===== config.mk =====
export PLATFORM = sky130hd
export DESIGN_NAME = exc_ctrl
export DESIGN_NICKNAME = d
export VERILOG_FILES = /design/src/rtl/exc_pkg.sv /design/src/rtl/exc_cp0_regs.sv /design/src/rtl/exc_ctrl.sv
export SDC_FILE = /design/constraint.sdc
export NUM_CORES = 1
export LEC_CHECK = 0
export ABC_AREA = 0
export CORE_ASPECT_RATIO = 1.5
export CORE_MARGIN = 2
export CORE_UTILIZATION = 39
export CTS_BUF_LIST = sky130_fd_sc_hd__clkbuf_4 sky130_fd_sc_hd__clkbuf_8 sky130_fd_sc_hd__clkbuf_16
export DETAILED_ROUTE_END_ITERATION = 8
export PLACE_DENSITY = 0.8
export SLEW_MARGIN = 20
export SYNTH_ARGS = -nofsm -noshare
export SYNTH_HDL_FRONTEND = slang
export SYNTH_HIERARCHICAL = 1
export SYNTH_SLANG_ARGS = --single-unit
export TNS_END_PERCENT = 30

===== constraint.sdc =====
create_clock -name clk -period 2.2 [get_ports clk]
set_clock_uncertainty 0.15 [all_clocks]
set_input_delay 0.44 -clock clk [delete_from_list [all_inputs] [get_ports clk]]
set_output_delay 0.44 -clock clk [all_outputs]
set_load 0.01 [all_outputs]

===== src/rtl/exc_pkg.sv =====
// Shared ExcCodes, FSM state encoding and default handler vector for the exception controller.
// No logic, so no latency; no flow control.
// The interrupt path is selected in the top level by the EXC_IRQ_EN macro.
package exc_pkg;

    localparam logic [4:0]  EXC_INT            = 5'd0;
    localparam logic [4:0]  EXC_OV             = 5'd12;
    localparam logic [31:0] EXC_VECTOR_DEFAULT = 32'h8000_0180;

    typedef enum logic [1:0] {
        RUN   = 2'd0,
        ENTER = 2'd1,
        LEAVE = 2'd2
    } state_t;

endpackage


===== src/rtl/exc_cp0_regs.sv =====
// EPC/Cause/Exl state, loaded on exception entry and with Exl cleared on eret return.
// New values are visible one cycle after load or clear.
// No flow control; the load and clear enables are never refused.
module exc_cp0_regs
    import exc_pkg::*;
(
    input  logic        clk,
    input  logic        rst_n,
    input  logic        load,
    input  logic [31:0] epc_in,
    input  logic [4:0]  cause_in,
    input  logic        exl_clr,
    output logic [31:0] epc,
    output logic [4:0]  cause,
    output logic        exl
);

    always_ff @(posedge clk or negedge rst_n) begin
        if (!rst_n) begin
            epc   <= 32'd0;
            cause <= EXC_INT;
            exl   <= 1'b0;
        end else if (load) begin
            cause <= cause_in;
            exl   <= 1'b1;
            // A nested exception keeps the EPC of the first one so eret returns there.
            if (!exl) begin
                epc <= epc_in;
            end
        end else if (exl_clr) begin
            exl <= 1'b0;
        end
    end

endmodule


===== src/rtl/exc_ctrl.sv =====
// MIPS exception controller: kills overflowing writebacks, enters the vector, and returns on eret.
// RegWriteKill is combinational; Redirect follows one cycle after ExDone; Exl clears two cycles after eret.
// No flow control; ExDone is ignored while Busy. Build with EXC_IRQ_EN for the external interrupt path.
module exc_ctrl
    import exc_pkg::*;
#(
    parameter logic [31:0] VECTOR = EXC_VECTOR_DEFAULT
) (
    input  logic        clk,
    input  logic        rst_n,
    input  logic        Err,
    input  logic        ExDone,
    input  logic [31:0] InstrPC,
    input  logic        Eret,
    input  logic        Irq,
    output logic        RegWriteKill,
    output logic        Redirect,
    output logic [31:0] Target,
    output logic [31:0] EPC,
    output logic [4:0]  Cause,
    output logic        Exl,
    output logic        Busy
);

    state_t      state;
    state_t      state_next;
    logic        kill;
    logic        load;
    logic [31:0] epc_new;
    logic [4:0]  cause_new;
    logic        irq_unused;

    assign irq_unused = Irq;

    always_ff @(posedge clk or negedge rst_n) begin
        if (!rst_n) begin
            state <= RUN;
        end else begin
            state <= state_next;
        end
    end

    always_comb begin
        state_next = state;
        kill       = 1'b0;
        load       = 1'b0;
        epc_new    = InstrPC;
        cause_new  = EXC_OV;
        case (state)
            RUN: begin
                if (ExDone) begin
                    if (Eret && Exl) begin
                        state_next = LEAVE;
                    end else if (Err) begin
                        kill       = 1'b1;
                        load       = 1'b1;
                        state_next = ENTER;
`ifdef EXC_IRQ_EN
                    end else if (Irq && !Exl) begin
                        // The interrupted instruction retires, so resume after it.
                        load       = 1'b1;
                        cause_new  = EXC_INT;
                        epc_new    = InstrPC + 32'd4;
                        state_next = ENTER;
`endif
                    end
                end
            end
            ENTER:   state_next = RUN;
            LEAVE:   state_next = RUN;
            default: state_next = RUN;
        endcase
    end

    exc_cp0_regs u_cp0_regs (
        .clk      (clk),
        .rst_n    (rst_n),
        .load     (load),
        .epc_in   (epc_new),
        .cause_in (cause_new),
        .exl_clr  (state == LEAVE),
        .epc      (EPC),
        .cause    (Cause),
        .exl      (Exl)
    );

    assign RegWriteKill = kill & rst_n;
    assign Redirect     = (state == ENTER) || (state == LEAVE);
    assign Busy         = Redirect;
    assign Target       = (state == ENTER) ? VECTOR :
                          (state == LEAVE) ? EPC    : 32'd0;

endmodule


# Word level (Yosys, flattened, before mapping)
# Index checks and enable logic that the tools add are counted.
[word_totals] regBits=36
[op_classes] eq_ne=4 mux=12 n_bitwise=2 n_reduce_logical=6
[op_table] cell="two-way mux 32 bit" count=2
[op_table] cell="two-way mux 2 bit" count=4
[op_table] cell="two-way mux 1 bit" count=6
[op_table] cell="AND reduction 2 bit" count=2
[op_table] cell="!= test 3 bit (second input constant)" count=1
[op_table] cell="equality test 2 x 1 -> 1 bit (second input constant)" count=1
[op_table] cell="equality test 2 bit (second input constant)" count=1
[op_table] cell="zero test 2 bit" count=1
[op_table] cell="!= test 2 bit (second input constant)" count=1
[op_table] cell="nonzero test 2 bit" count=1
[op_table] cell="AND 1 bit" count=1
[op_table] cell="logical AND 1 bit" count=1
[op_table] cell="logical OR 1 bit" count=1
[op_table] cell="NOT 1 bit" count=1

# Longest topological paths before layout
# Gate-level depths: netlist of the first run.
[logic_depth] word_depth=5 ltp_mapped=8 mapped_depth_nobuf=5

# Modules after synthesis
# The synthesis of the first run kept the hierarchy.
[by_module_without_submodules] module="exc_cp0_regs" instances=1 cells_per_inst=83 area_per_inst_um2=1589.0 seq_area_each_um2=950.9
[by_module_without_submodules] module="exc_ctrl" instances=1 cells_per_inst=55 area_per_inst_um2=414.1 seq_area_each_um2=50.0

# Worst setup path before layout of the first run
# Ideal clock, no wire load.
[synth_path] path_kind="reg2reg" start="reg state[0]" end="reg u_cp0_regs.epc[0]" t_arrival_ns=1.582 required_ns=1.925 path_slack_ns=0.343 path_stages_with_launch=9 period_less_slack_ns=1.857 path_cell_list="dfrtp_1 > inv_1 > ha_1 > and3_1 > buf_6 > nor2b_4 > buf_6 > buf_12 > mux2_4"
[synth_between] elab_chain_len=3
[synth_rtl] item="from (decl)" line_no="exc_ctrl.sv:25" source="state_t state;"
[synth_rtl] item="from (signal assigned)" line_no="exc_ctrl.sv:39" source="state <= state_next;"
[synth_rtl] item="zero test 2 bit"
[synth_rtl] item="two-way mux 1 bit"
[synth_rtl] item="named net kill" line_no="exc_ctrl.sv:27" source="logic kill;"
[synth_rtl] item="AND reduction 2 bit (no line)"
[synth_rtl] item="to (signal assigned)" line_no="exc_cp0_regs.sv:28" source="epc <= epc_in;"
[synth_rtl] item="to (decl)" line_no="exc_cp0_regs.sv:13" source="output logic [31:0] epc,"
# The timed path passes the listed nets, and every way through them passes these cells.
# A chain may end at the register's enable or synchronous reset.

# Worst setup path after layout of the first run
[layout_path] start="reg state[0]" end="out Target[25]"
[layout_between] elab_chain_len=3
[layout_rtl] item="equality test 2 bit" line_no="exc_ctrl.sv:91" source="(state == LEAVE) ? EPC : 32'd0;"
[layout_rtl] item="two-way mux 32 bit" line_no="exc_ctrl.sv:91"
[layout_rtl] item="two-way mux 32 bit (*)" line_no="exc_ctrl.sv:90" source="assign Target = (state == ENTER) ? VECTOR :"
[layout_rtl] item="to (decl)" line_no="exc_ctrl.sv:18" source="output logic [31:0] Target,"
# Mark *: on every way between the ends. The rest lies on a longest branch, timed or not.

==> results of run 1 <==
[worst min-delay path by stage]
stage	startpoint	end	cells past startpoint
after floorplan	rst_n	state[0]$_DFFE_PN0P_	0
after global placement	u_cp0_regs/cause[4]$_DFFE_PN0P_	u_cp0_regs/cause[4]$_DFFE_PN0P_	1
after detailed placement	u_cp0_regs/cause[1]$_DFFE_PN0P_	u_cp0_regs/cause[1]$_DFFE_PN0P_	1
after CTS	rst_n	u_cp0_regs/epc[14]$_DFFE_PN0P_	2
after global routing	rst_n	u_cp0_regs/epc[15]$_DFFE_PN0P_	2
final	rst_n	u_cp0_regs/epc[11]$_DFFE_PN0P_	2
[sequential cells by signal, indices dropped and copies added, names as in the netlist]
name              cells
u_cp0_regs/epc       32
u_cp0_regs/cause      5
state                 2
u_cp0_regs/exl        1
[worst max-delay path, stage by stage, from the launching register on]
cell and delay, ns:
dfrtp_1 0.44, inv_2 0.08, ha_4 0.16, nor2b_4 0.13, buf_12 0.13, clkbuf_16 0.15, and2_4 0.15, buf_6 0.11
[final cells by class]
class                   count  area share
clock buffers               6     0.02246
well taps                  68     0.02504
repair buffers            126      0.3634
flip-flops and latches     40      0.2946
inverters                   3    0.003314
clock inverters             2     0.01031
multi-input cells          89      0.2809
[cells in the mapped netlist]
master,n,area [um^2]
inv_1,3,11.26
conb_1,2,7.510
dfrtp_1,40,1001
a21o_1,3,22.52
buf_6,4,45.04
clkbuf_2,1,5.000
and2_1,30,187.7
nor2b_4,2,27.53
mux2_4,30,450.4
and4_1,1,8.760
nand2_1,1,3.750
mux2_2,7,78.83
and3_1,2,12.51
buf_12,3,60.06
nor3b_1,1,7.510
ha_1,3,37.54
o21a_1,1,7.510
a21o_2,1,8.760
a21oi_1,1,5.000
a21boi_0,1,7.510
buf_4,1,7.510
[per-stage QoR]
| step | total power [mW] | util |
|---|---|---|
| 3_5_place_dp | 3.837 | 0.6389 |
| 6_report | 4.513 | 0.6736 |
| 4_1_cts | 4.384 | 0.6488 |
| 5_1_grt | 4.778 | 0.6736 |
| 3_3_place_gp | 3.776 | 0.6389 |
| 2_1_floorplan | 2.521 | - |
[logic make-up after synthesis]
family                     synth area share
AOI/OAI and AO/OA                   0.02561
adders and majority gates           0.01874
buffers and inverters               0.06433
DFF                                  0.4997
muxes                                0.2642
other                              0.003749
and+or+nand+nor                      0.1237
[power by group through the flow]
stage | logic, mW | registers [mW] | clock network [mW]
2_1_floorplan | 1.01 | 1.52 | 0
3_5_place_dp | 2.44 | 1.39 | 0
5_1_grt | 2.66 | 1.47 | 0.656
3_3_place_gp | 2.40 | 1.38 | 0
4_1_cts | 2.38 | 1.38 | 0.624
6_report | 2.50 | 1.41 | 0.604
[what timing repair did]
| action | 4_1_cts | 5_1_grt |
|---|---|---|
| gates resized for setup | 116 | 54 |
| gates cloned | 0 | 1 |
| pin swaps | 0 | 3 |
| setup buffers | 3 | 0 |
| setup endpoints to repair | 35 | 30 |
[per-layer routing]
| metal | global-route usage | up-vias |
|---|---|---|
| met5 | 0 | - |
| met4 | 0.05556 | 0 |
| met3 | 0.04663 | 6 |
| met2 | 0.3109 | 64 |
| met1 | 0.2151 | 717 |
| li1 | - | 705 |
==> results.py, run 1 <==
metrics = {
    "critical_path": {
        "crit_type": "reg2out",
        "rr_endpoint": "u_cp0_regs/epc[26]$_DFFE_PN0P_",
        "worstSetupEndpoint": "Target[25]",
        "startpoint_type": "flip-flop",
        "critPathRequiredTime_ns": 1.61,
        "end_kind": "output pin",
        "arrival_ns": 1.64,
        "reg2regPathDepth": 7,
        "startpoint": "state[0]$_DFFE_PN0P_",
        "r2r_setup_slack_ns": 0.17,
        "r2r_start": "state[0]$_DFFE_PN0P_",
        "path_max_fanout": 7,
    },
    "power_and_ir_drop": {
        "power_switching_mw": 1.405,
        "vdd_drop_max_uv": 712.5,
        "pwr-share-comb": 0.554,
        "power.leakage_nw": 1.591,
        "p_clk_frac": 0.134,
        "p_seq_frac": 0.312,
        "switching_share": 0.3112,
        "power.density_nw_per_um2": 1328,
        "cell_internal_pwr_mw": 3.108,
    },
    "die": {
        "die_width_um": 62.52,
        "start_util": 0.3971,
        "dieHeight_um": 91.78,
        "die-area_um2": 5737,
        "row_count": 32,
        "io_pins": 111,
        "core_um2": 5045,
    },
    "final_layout": {
        "drive_gt1_frac": 0.4398,
        "register_area_um2": 1001,
        "fill_cells": 381,
        "fin_cells": 334,
        "areaGrowthSynthToFinish_pct": 69.64,
        "layout_commonest_cell": "clkdlybuf4s50_1",
        "multi_input_area_um2": 954.7,
        "diodes": 0,
        "final_cell_area_um2": 3398,
        "fin_nets": 306,
        "final_cell_mix": "clkdlybuf4s50_1, dfrtp_1, mux2_4, buf_6, and2_4",
    },
    "route": {
        "num_vias": 1492,
        "m1WireLength_um": 2012,
        "first_iter_violations": 47,
        "top_layer": "met4",
        "wl_um": 5036,
        "drtAntennaViolNets": 0,
        "wl_met2_um": 2703,
        "wl_met3_um": 254,
        "dr.pass1.iters": 4,
        "via_per_inst": 4.467,
        "route.detailed.drc": 0,
        "wl_per_cell_um": 15.08,
    },
    "sta": {
        "min_period_over_period": 1.012,
        "fmax_ghz": 0.4491,
        "period_needed_ns": 2.227,
        "setup_slack_ns": -0.02668,
        "hold_ws_ns": 0.06955,
        "relSlewSlack": 0.6573,
        "rsz0062_at_grt": "yes",
        "setup_viol": 10,
        "hold_viol_final": 0,
        "tns_ns": -0.1531,
        "tightest_slew_ns": 0.5141,
        "drv_slew": 0,
    },
    "run_status": {
        "status": "finished with violations",
        "violations": "negative setup slack",
    },
    "clock_tree": {
        "cts_root_buf": "clkbuf_8",
        "clock_latency_ns": 0.29,
        "htree_levels": 2,
        "ctsHoldBuffers": 0,
        "clkSinkCount": 40,
        "tritoncts": "built",
        "cts_buffer_depth": 2,
        "cts.clk_slew.worst_paths_ns": 0.08,
        "numCtsBuffers": 5,
    },
    "synth": {
        "syn_inst": 138,
        "yosysSeqAreaShare": 0.4997,
        "synth.cell_area_um2": 2003,
        "ys.warnings.count": 6,
        "synth_seq_cells": 40,
        "syn_area_per_cell_um2": 14.52,
        "ys_types": 21,
    },
    "grt": {
        "track_usage": 0.1789,
        "grt.overflow.total": 0,
        "grt_pass1_vias": 1541,
        "grt_antenna_before_repair": 0,
        "grt_pass1_wl_um": 7997,
        "grt_max_degree": 41,
    },
    "placed_design": {
        "place.gp.congestion": 0.7101,
        "dp_hpwl_um": 3546,
        "io_buffer_count": 109,
        "post_dp_cell_area_um2": 3223,
        "dpl_worst_slack_ns": -0.1827,
        "dp_cells": 323,
    },
    "job": {
        "drv_cap": 0,
    },
    "hold_path": {
        "hold_class": "in2async",
    },
}
No activity file was read; power rests on OpenSTA's default activity.
==> run 2, diff against run 1 <==
Settings changed: CORE_UTILIZATION 39 to 42, PLACE_DENSITY 0.8 to 0.85, RECOVER_POWER from default to 25.
Clock period 2.2 ns to 2.7 ns, I/O delays scaled along.
==> results.py, run 2 (synthesis results as in run 1) <==
metrics = {
    "run_status": {
        "status": "finished clean",
    },
    "critical_path": {
        "critPathRequiredTime_ns": 2.01,
        "critPathBufInv": 2,
        "cp_top_family": "buffers and inverters",
        "crit_chain": "clkdlybuf4s50_1 > and2_1 > and4_1 > clkdlybuf4s50_1",
        "path_max_fanout": 4,
        "r2r_setup_slack_ns": 0.76,
        "cp_slowest_stage_delay_ns": 0.53,
        "crit_top_cell": "clkdlybuf4s50_1",
        "startpoint_type": "input pin",
        "crit_type": "in2out",
        "crit_path_top_delay_cell": "clkdlybuf4s50_1",
        "arrival_ns": 1.93,
        "end_kind": "output pin",
    },
    "power_and_ir_drop": {
        "p_clk_frac": 0.122,
        "power_switching_mw": 1.074,
        "vdd_drop_max_uv": 711.5,
        "power.density_nw_per_um2": 1046,
        "pwr-share-comb": 0.549,
        "cell_internal_pwr_mw": 2.374,
        "power.total_mw": 3.448,
        "power.leakage_nw": 1.883,
        "switching_share": 0.3114,
        "p_seq_frac": 0.329,
    },
    "route": {
        "dr.pass1.iters": 4,
        "route.detailed.drc": 0,
        "num_vias": 1464,
        "first_iter_violations": 32,
        "via_per_inst": 4.604,
        "drtAntennaViolNets": 0,
        "wl_um": 4852,
        "wl_per_cell_um": 15.26,
    },
    "sta": {
        "relSlewSlack": 0.3468,
        "drv_slew": 0,
        "fmax_ghz": 0.3820,
        "setup_slack_ns": 0.08237,
        "tightest_slew_ns": 0.9799,
        "period_needed_ns": 2.618,
        "hold_viol_final": 0,
        "rsz0062_at_grt": "no",
        "setup_viol": 0,
        "min_period_over_period": 0.9695,
        "tns_ns": 0,
    },
    "grt": {
        "track_usage": 0.1896,
        "grt_antenna_before_repair": 0,
        "grt_pass1_wl_um": 7465,
        "grt_pass1_vias": 1538,
        "grt_max_degree": 41,
        "grt.overflow.total": 0,
    },
    "final_layout": {
        "reg_top3": "u_cp0_regs/epc (32), u_cp0_regs/cause (5), state (2)",
        "areaGrowthSynthToFinish_pct": 64.58,
        "drive_gt1_frac": 0.2205,
        "diodes": 0,
        "layout_commonest_cell": "clkdlybuf4s50_1",
        "top_register": "u_cp0_regs/epc",
        "final_cell_mix": "clkdlybuf4s50_1, dfrtp_1, and2_1, mux2_4, dlymetal6s2s_1",
        "fin_util": 0.7259,
        "final_cell_area_um2": 3297,
        "fill_cells": 329,
        "largest_register_ffs": 32,
        "fin_nets": 295,
    },
    "clock_tree": {
        "clkSinkCount": 40,
        "clock_latency_ns": 0.28,
        "tritoncts": "built",
        "htree_levels": 2,
        "cts.clk_slew.worst_paths_ns": 0.07,
        "cts_buffer_depth": 2,
        "cts_root_buf": "clkbuf_8",
        "numCtsBuffers": 5,
    },
    "placed_design": {
        "io_buffer_count": 109,
        "post_dp_cell_area_um2": 3120,
        "dpl_worst_slack_ns": 0.09967,
        "place.gp.congestion": 0.7373,
        "dp_hpwl_um": 3657,
    },
    "die": {
        "die-area_um2": 5349,
        "core_um2": 4542,
        "start_util": 0.4410,
        "dieHeight_um": 88.58,
        "io_pins": 111,
        "die_width_um": 60.39,
        "row_count": 30,
    },
    "job": {
        "drv_cap": 0,
    },
    "hold_path": {
        "hold_class": "reg2reg",
    },
}
run 2: changes by cell type in the layout (fill, tap and decap cells not counted), sizes merged:
cell | before | now
bufinv | 1 | 0
clkbuf | 8 | 9
dlygate4sd2 | 5 | 3
buf | 45 | 5
clkdlybuf4s15 | 1 | 0
dlymetal6s2s | 0 | 26
clkinv | 1 | 0
clkdlybuf4s50 | 73 | 79
run 2: final timing paths:
| path | startpoint | to | cells after the start |
|---|---|---|---|
| min | u_cp0_regs/cause[1]$_DFFE_PN0P_ | u_cp0_regs/cause[1]$_DFFE_PN0P_ | 1 |
| min reg2reg | u_cp0_regs/cause[1]$_DFFE_PN0P_ | u_cp0_regs/cause[1]$_DFFE_PN0P_ | 1 |
| max reg2reg | state[0]$_DFFE_PN0P_ | u_cp0_regs/epc[14]$_DFFE_PN0P_ | 6 |
| max in group asynchronous | rst_n | u_cp0_regs/epc[2]$_DFFE_PN0P_ | 2 |
| min in group asynchronous | rst_n | u_cp0_regs/epc[8]$_DFFE_PN0P_ | 2 |
| max | ExDone | RegWriteKill | 4 |
run 2: area by class of cell:
cell class | count | area (um^2) | area share
Timing Repair Buffer | 115 | 1209 | 0.3666
Sequential cell | 40 | 1001 | 0.3036
Multi-Input combinational cell | 89 | 899.6 | 0.2729
Clock buffer | 7 | 96.34 | 0.02922
Tap cell | 64 | 80.08 | 0.02429
Inverter | 3 | 11.26 | 0.003416
run 2: power by group through the flow:
stage	clock network, mW	registers [mW]	logic (mW)
3_5_place_dp	0	1.15	1.91
4_1_cts	0.435	1.14	1.93
5_1_grt	0.463	1.18	2.02
2_1_floorplan	0	1.23	0.819
3_3_place_gp	0	1.12	1.88
6_report	0.419	1.13	1.89
run 2: per-stage QoR:
step / std cells / hold WS, ns
detailed placement: 311 / 0.3446
finish: 318 / 0.3563
CTS: 318 / 0.2003
floorplan: 141 / 0.09441
global placement: 311 / 0.3412
global route: 318 / 0.3943
run 2: per-layer routing:
metal	track usage	wire length (um)	up-vias	share of wire
met5	0	0	-	0
met4	0.09697	169	0	0.035
met3	0.05702	314	13	0.065
li1	-	-	678	-
met1	0.2054	1740	705	0.36
met2	0.3261	2628	68	0.54
run 2: worst register-to-register path: cells and delay by family, from the launching register on:
kind          cells  cell delay (ns)
buf+inv           2             0.35
flops             1             0.42
fa+ha+maj         1             0.21
simple gates      2             0.37
mux               1             0.32
run 2: timing repair:
action / 4_1_cts / 5_1_grt
endpoints found under the setup margin: 29 / 26
buffers inserted: 0 / 0
hold buffers: 0 / 0
resized for setup: 8 / 27
